**src/rtl/id_ex_pipe_reg.sv**
```systemverilog
// ID/EX pipeline register: valid/ready handshake, optional two-entry skid buffer,
// flush, and bubble insertion that clears the control field but keeps the data field.
module id_ex_pipe_reg #(
    parameter int CTRL_W = 12,
    parameter int DATA_W = 138,
    parameter int SKID   = 1
) (
    input  logic              clk,
    input  logic              rst,
    input  logic              in_valid,
    output logic              in_ready,
    input  logic [CTRL_W-1:0] in_ctrl,
    input  logic [DATA_W-1:0] in_data,
    input  logic              flush,
    output logic              out_valid,
    input  logic              out_ready,
    output logic [CTRL_W-1:0] out_ctrl,
    output logic [DATA_W-1:0] out_data,
    output logic [1:0]        occupancy
);

    logic [1:0]        occ_q, occ_d;
    logic [CTRL_W-1:0] m_ctrl_q, m_ctrl_d, s_ctrl_q, s_ctrl_d;
    logic [DATA_W-1:0] m_data_q, m_data_d, s_data_q, s_data_d;
    logic              rdy_q, rdy_d;
    logic              in_acc, out_take;

    assign out_valid = (occ_q != 2'd0);
    assign out_ctrl  = m_ctrl_q;
    assign out_data  = m_data_q;
    assign occupancy = occ_q;

    // With the skid buffer, in_ready comes straight from a flop so the decoder
    // never sees a combinational path from out_ready.
    assign in_ready = (SKID != 0) ? rdy_q : (!out_valid || out_ready);

    assign in_acc   = in_valid && in_ready;
    assign out_take = out_valid && out_ready;

    always_comb begin
        occ_d    = occ_q;
        m_ctrl_d = m_ctrl_q;
        m_data_d = m_data_q;
        s_ctrl_d = s_ctrl_q;
        s_data_d = s_data_q;
        if (flush) begin
            occ_d    = 2'd0;
            m_ctrl_d = '0;
            s_ctrl_d = '0;
        end else begin
            case (occ_q)
                2'd0: begin
                    if (in_acc) begin
                        occ_d    = 2'd1;
                        m_ctrl_d = in_ctrl;
                        m_data_d = in_data;
                    end
                end
                2'd1: begin
                    if (in_acc && out_take) begin
                        m_ctrl_d = in_ctrl;
                        m_data_d = in_data;
                    end else if (in_acc) begin
                        occ_d    = 2'd2;
                        s_ctrl_d = in_ctrl;
                        s_data_d = in_data;
                    end else if (out_take) begin
                        occ_d    = 2'd0;
                        m_ctrl_d = '0;
                    end
                end
                2'd2: begin
                    if (out_take) begin
                        occ_d    = 2'd1;
                        m_ctrl_d = s_ctrl_q;
                        m_data_d = s_data_q;
                        s_ctrl_d = '0;
                    end
                end
                default: begin
                    occ_d    = 2'd0;
                    m_ctrl_d = '0;
                end
            endcase
        end
        rdy_d = (occ_d != 2'd2);
    end

    always_ff @(posedge clk) begin
        if (!rst) begin
            occ_q    <= 2'd0;
            m_ctrl_q <= '0;
            m_data_q <= '0;
            s_ctrl_q <= '0;
            s_data_q <= '0;
            rdy_q    <= 1'b1;
        end else begin
            occ_q    <= occ_d;
            m_ctrl_q <= m_ctrl_d;
            m_data_q <= m_data_d;
            s_ctrl_q <= s_ctrl_d;
            s_data_q <= s_data_d;
            rdy_q    <= rdy_d;
        end
    end

endmodule

```
**config.mk**
```make
export PLATFORM = sky130hd
export DESIGN_NAME = id_ex_pipe_reg
export DESIGN_NICKNAME = d
export VERILOG_FILES = /design/src/rtl/id_ex_pipe_reg.sv
export SDC_FILE = /design/constraint.sdc
export NUM_CORES = 1
export LEC_CHECK = 0
export BUFFER_PORTS_ARGS = -buffer_cell sky130_fd_sc_hd__buf_4
export CAP_MARGIN = 25
export CORE_ASPECT_RATIO = 1.25
export CORE_UTILIZATION = 50
export CTS_BUF_LIST = sky130_fd_sc_hd__clkbuf_8
export DETAILED_ROUTE_END_ITERATION = 10
export PLACE_DENSITY = 0.88
export SLEW_MARGIN = 10
export SYNTH_ARGS = -nofsm -noshare
export SYNTH_HDL_FRONTEND = slang
export SYNTH_SLANG_ARGS = --single-unit
```
**constraint.sdc**
```tcl
create_clock -name clk -period 1.6 [get_ports clk]
set_input_delay 0.08 -clock clk [delete_from_list [all_inputs] [get_ports clk]]
set_output_delay 0.08 -clock clk [all_outputs]
set_load 0.01 [all_outputs]
```
# Word-level counts from Yosys, hierarchy flattened
# Cells that the tools add are included.
dict set report totals {
  register_bits 303
  in_bits 155
  wordCells 50
}
dict set report classes {
  eq_ne 10
  muxes 19
  bitwise 3
  n_reduce_logical 12
}
# operator n
set ops {}
lappend ops {{$mux W138} 3}
lappend ops {{$pmux W138 S3} 1}
lappend ops {{$mux W12} 6}
lappend ops {{$pmux W12 S3} 1}
lappend ops {{$pmux W12 S2} 1}
lappend ops {{$mux W2} 6}
lappend ops {{$ne A2 B2 Y1 const B} 6}
lappend ops {{$reduce_and A4 Y1} 3}
lappend ops {{$ne A3 B3 Y1 const B} 2}
lappend ops {{$pmux W2 S3} 1}
lappend ops {{$reduce_and A5 Y1} 1}
lappend ops {{$reduce_bool A2 Y1} 2}
lappend ops {{$logic_and A1 B1 Y1} 3}
lappend ops {{$not A1 Y1} 3}
lappend ops {{$reduce_bool A3 Y1} 1}
lappend ops {{$eq A2 B1 Y1 const B} 1}
lappend ops {{$eq A2 B2 Y1 const B} 1}
lappend ops {{$logic_not A2 Y1} 1}
lappend ops {{$reduce_or A2 Y1} 1}

# Depth between registers and ports, before layout
# Gate-level depths: netlist of the first run.
dict set report logic_depth {
  depth_word 8
  ltp_mapped 7
}

# Least setup slack after synthesis of the first run
# No wires, ideal clock.
dict set report synth_timing {
  path_type {register to register}
  start {register occ_q[0] (netlist: occupancy[0])}
  end {register s_data_q[135]}
  arrival_time_ns 1.517
  slack_ns -0.039
  stages_incl_launch_ff 8
  period_less_slack_ns 1.639
  cell_sequence {dfxtp_1 -> buf_4 -> nand4b_2 -> or3_1 -> buf_2 -> buf_2 -> nand2_1 -> a21boi_0}
}
dict set report synth_via {
  elab_chain_len 5
  elab_cells_between_ends 6
  cone_classes {eq/ne: 1; bitwise: 1; reduce/logical: 4}
}
# element line_no
set synth_lines {}
lappend synth_lines {{start: declaration} 22} ;# logic [1:0] occ_q, occ_d;
lappend synth_lines {{start signal: assignment} 91} ;# occ_q <= 2'd0;
lappend synth_lines {{start signal: assignment} 98} ;# occ_q <= occ_d;
lappend synth_lines {{$reduce_bool A2 Y1} 28} ;# assign out_valid = (occ_q != 2'd0);
lappend synth_lines {{$logic_and A1 B1 Y1} 38} ;# assign out_take = out_valid && out_ready;
lappend synth_lines {{$logic_and A1 B1 Y1} 60} ;# if (in_acc && out_take) begin
lappend synth_lines {{$not A1 Y1 (no line)} n/a}
lappend synth_lines {{$reduce_and A4 Y1 (no line) (*)} n/a}
lappend synth_lines {{end signal: assignment} 102} ;# s_data_q <= s_data_d;
lappend synth_lines {{end: declaration} 24} ;# logic [DATA_W-1:0] m_data_q, m_data_d, s_data_q, s_data_d;
# Mark *: on every way between the ends. The rest lies on a longest branch, timed or not.
# A chain may end at the register's enable or synchronous reset.

# Worst setup path after layout of the first run
dict set report layout_timing {
  start {register occ_q[1] (netlist: occupancy[1])}
  end {register m_data_q[15] (netlist: out_data[15])}
}
dict set report layout_via {
  elab_chain_len 5
  elab_cells_between_ends 12
  cone_classes {eq/ne: 5; mux: 1; reduce/logical: 6}
}
# element line_no
set layout_lines {}
lappend layout_lines {{$reduce_bool A2 Y1} 28}
lappend layout_lines {{$logic_and A1 B1 Y1} 38}
lappend layout_lines {{$logic_and A1 B1 Y1} 60}
lappend layout_lines {{$ne A2 B2 Y1 (no line)} n/a}
lappend layout_lines {{$reduce_and A5 Y1 (no line)} n/a}
lappend layout_lines {{end signal: assignment} 100} ;# m_data_q <= m_data_d;
lappend layout_lines {{end: declaration} 24}
# Parallel ways exist; a longest one is shown, timed or not.

==> flow_summary.yaml, run 1 <==
timing:
  slew_violations: 0
  finalSetupViolations: 32
  clock.fmax_mhz: 602
  tightestPinTransition_ps: 433
  hold_viol: 0
  period_share: 1.04
  setup_slack_ps: -59.8
  rsz0062_at_grt: "true"
  fin_crit_ps: 1660
  skew_ps: 13.8
  relSlewSlack: 0.711
setup_path:
  critical_path_depth: 6
  r2r_end: "out_data[15]"
  crit_type: "flop to flop"
  arrival_ps: 2090
  endpoint: "out_data[15]"
  end_kind: "flop"
  cp-start-kind: "flop"
  critical_path.most_common_cell: "buf_12"
  timing.critical_path.buf_inv: 2
  r2r_start: "occupancy[1]"
  reg2reg_depth: 6
  cp.required_ps: 2030
  path_cells: "nand4bb_4, a31oi_4, buf_12, buf_12, nand2_1, o211a_1"
  cp_slowest_cell: "dfxtp_2"
  path_max_fanout: 29
  critPathTopFamily: "compound AO/OA/AOI/OAI gates"
  worst_path_largest_cell_delay_ps: 340
  crit_path_start: "occupancy[1]"
  rrSetupSlack_ps: -60
floorplanning:
  num_rows: 64
  ios: 309
  fp.dieH_um: 180
  dieArea_mm2: 0.0260
  fp.coreArea_mm2: 0.0247
  die_w_um: 144
  start_util: 0.515
finish:
  num-fill-cells: 1438
  stdcell_count: 2201
  num-nets-final: 1993
  drive_gt1_frac: 0.253
  syn_to_final_growth_pct: 45.5
clocking:
  numCtsBuffers: 48
  cts.htree.levels: 2
  path_clk_slew_ps: 60
  cts_tree: "yes"
  clk_latency_ps: 550
  clockBufferDepth: 3
  cts-root-buf: "clkbuf_8"
  cts.sinks: 303
power_and_ir_drop:
  power.total_mw: 16.9
  power_per_cell_area_mw_per_mm2: 913
  ir_drop_mv: 0.699
  p_leak_nw: 9.75
yosys:
  ys_warn_count: 0
  avgSynthCellArea_um2: 9.41
  synthFlopType: "dfxtp_1"
  netlist_area_mm2: 0.0127
  syn_nets: 1504
  synthTopCellsByArea: "dfxtp_1, nand2_1, mux2i_1"
  seq_area_frac_synth: 0.478
  ys_ff_latch: 303
  synth_most_common_cell: "nand2_1"
  async_reset_ff_frac: 0
  synth.top_cell.area_share: 0.478
  synthTopCellsByCount: "nand2_1, dfxtp_1, mux2i_1"
  yosysUniqueCellTypes: 30
  syn_inst: 1349
  synth_top_cell_by_area: "dfxtp_1"
  synth_edf_count: 0
drt:
  drtIter0Drc: 780
  ant_nets: 0
  drt-wirelength-per-cell_um: 19.2
  via_count: 12471
  vias_per_cell: 5.67
  post-route-drc-count: 0
  totalWireLength_um: 42200
  drtPass1Iterations: 5
global_route:
  grt_pass1_vias: 12842
  antenna_found_initial: 5
  grt_usage: 0.306
  overflow: 0
  grt_max_degree: 88
  grt_pass1_wl_um: 63600
place:
  portBuffers: 308
  dp_cells: 1943
  dp_hpwl_um: 22400
  gp_congestion: 0.805
job:
  drv_cap: 0
status:
  violations: "setup timing"
  status: "finished, violations left"
min_path:
  hp-class: "primary input to flop"
cell families (layout without fill, tap and decap cells):
logic type / count (synthesis) / in the layout / synth area share
AOI/OAI and AO/OA: 319 / 319 / 0.217
and+or+nand+nor: 456 / 456 / 0.140
DFF: 303 / 303 / 0.478
buffers and inverters: 121 / 638 / 0.0465
muxes: 150 / 150 / 0.118
other: 0 / 5 / 0
cells in the final DEF, fill, tap and decap left out, types with 4 or more instances in the layout:
cell	Yosys	final
a21boi_0	94	91
a21boi_1	44	47
a22oi_1	24	24
buf_12	0	26
buf_4	16	368
buf_6	0	4
clkbuf_8	0	52
dfxtp_1	303	300
diode_2	0	5
dlygate4sd3_1	0	155
inv_1	1	24
mux2i_1	150	148
nand2_1	415	415
nand3b_1	4	4
nor2_1	26	26
o211a_1	138	138
o2bb2ai_1	12	12
layout make-up:
cell class                 count  area [um^2]  share of cell area
antenna                        5         12.5            0.000678
multi-input combinational    925         6100               0.330
tap                          330          413              0.0224
clock buffer                  52          716              0.0388
timing repair buffer         559         5020               0.272
sequential                   303         6070               0.329
inverter                       1         3.75            0.000203
clock inverter                26          129             0.00698
what timing repair did:
| item | CTS | global route |
|---|---|---|
| endpoints found under the hold margin | 303 | 0 |
| setup buffers | 2 | 15 |
| gates cloned | 0 | 3 |
| hold buffers | 155 | 0 |
| resized for setup | 3 | 19 |
| pin swaps | 0 | 1 |
| endpoints found under the setup margin | 34 | 278 |
per-stage QoR:
step | cell area [um^2] | setup TNS [ps] | utilization | setup slack [ps] | hold WS (ps)
2_1_floorplan | 12700 | 0 | - | 24.7 | 215
3_3_place_gp | 15800 | 0 | 0.639 | 57.9 | 335
3_5_place_dp | 15800 | -62.8 | 0.639 | -24.4 | 345
4_1_cts | 18200 | -96.3 | 0.737 | -32.6 | 317
5_1_grt | 18500 | -6260 | 0.749 | -325 | 342
6_report | 18500 | -444 | 0.749 | -59.8 | 350
report_power, final:
| group | switching (mW) | total (mW) | leakage [nW] | internal, mW |
|---|---|---|---|---|
| registers | 0.238 | 8.12 | 2.47 | 7.88 |
| logic | 1.19 | 2.66 | 6.76 | 1.47 |
| clock network | 2.98 | 6.08 | 0.515 | 3.11 |
| total | 4.40 | 16.9 | 9.75 | 12.5 |
per-layer routing:
metal / GRT usage / wire, um / up-vias
met3: 0.0659 / 2600 / 253
met5: 0 / 0 / -
met1: 0.321 / 15000 / 5951
li1: - / - / 5643
met4: 0.213 / 3030 / 0
met2: 0.535 / 21500 / 624
state kept, by name (all words and copies together), names as in the netlist:
name and count:
occupancy 2, s_data_q 138, out_ctrl 12, out_data 138, in_ready 1, s_ctrl_q 12
worst min path at each step:
stage | startpoint | end | depth (start not counted)
6_report | in_data[37] | s_data_q[37] | 4
5_1_grt | in_data[37] | s_data_q[37] | 4
4_1_cts | in_data[19] | s_data_q[19] | 4
3_5_place_dp | in_data[37] | s_data_q[37] | 3
3_3_place_gp | in_data[117] | s_data_q[117] | 3
2_1_floorplan | in_data[113] | s_data_q[113] | 2
worst register-to-register path: stages (launching register included):
cell and delay, ps:
dfxtp_2 340, nand4bb_4 250, a31oi_4 310, buf_12 200
buf_12 190, nand2_1 120, o211a_1 150
No activity file was read; power rests on OpenSTA's default activity.
==> inputs of run 2 (changes only) <==
Settings changed: CORE_MARGIN set to 3.
==> flow_summary.yaml, run 2 (synthesized netlist as in run 1, its figures left out) <==
timing:
  relSlewSlack: 0.763
  slew_violations: 0
  finalSetupTns_ps: -5910
  holdWs_ps: 330
  finalSetupViolations: 131
  clock.fmax_mhz: 577
  skew_ps: 29.7
  setup_slack_ps: -133
  fin_crit_ps: 1730
  period_share: 1.08
  hold_viol: 0
  tightestPinTransition_ps: 355
  rsz0062_at_grt: "true"
global_route:
  grt_pass1_vias: 12833
  grt_max_degree: 84
  gr-usage-met3: 0.0573
  overflow: 0
  grtUsageMet2: 0.527
  antenna_found_initial: 2
  grt_usage: 0.290
  top_usage_layer: "met2"
  grt_pass1_wl_um: 65100
  grt_use_met1: 0.307
drt:
  drtPass1Iterations: 5
  ant_nets: 0
  post-route-drc-count: 0
  vias_per_cell: 5.78
  drtIter0Drc: 882
  totalWireLength_um: 47100
  drt-wirelength-per-cell_um: 21.3
  via_count: 12784
min_path:
  whs_path_depth: 4
  whs_endpoint: "s_data_q[118]"
  hp-class: "primary input to flop"
  hold_start: "in_data[118]"
setup_path:
  r2r_end: "out_data[59]"
  reg2reg_depth: 7
  rrSetupSlack_ps: -130
  r2r_start: "occupancy[1]"
  crit_type: "flop to flop"
  path_max_fanout: 16
  end_kind: "flop"
  cp-start-kind: "flop"
  arrival_ps: 2170
  cp.required_ps: 2040
finish:
  num-fill-cells: 1366
  layout_common_cells: "nand2_1, buf_4, dfxtp_1, dlygate4sd3_1, mux2i_1"
  syn_to_final_growth_pct: 49.2
  drive_gt1_frac: 0.273
  num-nets-final: 2009
  final_common_cell: "nand2_1"
place:
  portBuffers: 308
  dp_hpwl_um: 23200
  gp_congestion: 0.837
clocking:
  cts.htree.levels: 2
  cts.sinks: 303
  cts_tree: "yes"
  path_clk_slew_ps: 60
  cts-root-buf: "clkbuf_8"
  clockBufferDepth: 3
  clk_latency_ps: 580
  numCtsBuffers: 46
status:
  violations: "setup timing"
  status: "finished, violations left"
floorplanning:
  start_util: 0.513
  dieArea_mm2: 0.0273
  fp.coreArea_mm2: 0.0247
  fp.dieH_um: 184
  ios: 309
  num_rows: 64
  die_w_um: 148
power_and_ir_drop:
  power_per_cell_area_mw_per_mm2: 904
  ir_drop_mv: 0.761
  p_leak_nw: 9.94
job:
  drv_cap: 0
run 2: routing by layer:
layer | wire length (um) | share of wire | vias to the layer above
li1 | - | - | 5688
met1 | 16300 | 0.35 | 6095
met2 | 24300 | 0.52 | 751
met3 | 3240 | 0.069 | 250
met4 | 3200 | 0.068 | 0
met5 | 0 | 0 | -
run 2: worst max-delay path: stages (launching register included):
cell	delay [ps]
dfxtp_2	350
nand4bb_4	260
a31oi_4	270
buf_4	160
buf_12	160
buf_16	160
nand2_1	60
o211a_1	180
run 2: repair_timing:
action / 4_1_cts / 5_1_grt
gates resized for setup: 1 / 67
cloned: 0 / 19
pin swaps: 0 / 4
hold buffers: 155 / 0
buffers inserted: 0 / 21
setup endpoints to repair: 20 / 284
endpoints found under the hold margin: 303 / 0
run 2: power breakdown:
part	switching [mW]	internal [mW]	total, mW
clock	3.05	3.16	6.21
sequential	0.253	7.88	8.13
combinational	1.25	1.52	2.76
total	4.55	12.6	17.1
run 2: worst max-delay path by stage:
stage / startpoint / end / slack (ps) / depth (start not counted)
finish: occupancy[1] / out_data[59] / -130 / 7
global route: occupancy[0] / out_data[59] / -170 / 7
CTS: occupancy[1] / out_valid / -30 / 3
detailed placement: occupancy[1] / out_ctrl[10] / -20 / 5
global placement: occupancy[1] / out_ctrl[0] / 60 / 5
floorplan: in_ready / s_data_q[135] / 20 / 6
run 2: area by class of cell:
type | instances | area [um^2] | share of cell area
multi-input cells | 927 | 6180 | 0.327
flip-flops and latches | 303 | 6070 | 0.321
repair buffers | 575 | 5400 | 0.285
clock buffers | 53 | 729 | 0.0385
well taps | 330 | 413 | 0.0218
clock inverters | 22 | 124 | 0.00654
diodes | 2 | 5.00 | 0.000264
inverters | 1 | 3.75 | 0.000198
run 2: through the flow:
stage / util / total power [mW] / area, um^2 / std cells / setup WS [ps]
after floorplan: - / 9.23 / 12700 / 1349 / 24.7
after global placement: 0.637 / 10.3 / 15800 / 1941 / 56.7
after detailed placement: 0.637 / 10.4 / 15800 / 1941 / -24.4
after CTS: 0.734 / 16.7 / 18200 / 2171 / -34.1
after global routing: 0.765 / 17.6 / 18900 / 2213 / -175
final: 0.765 / 17.1 / 18900 / 2213 / -133
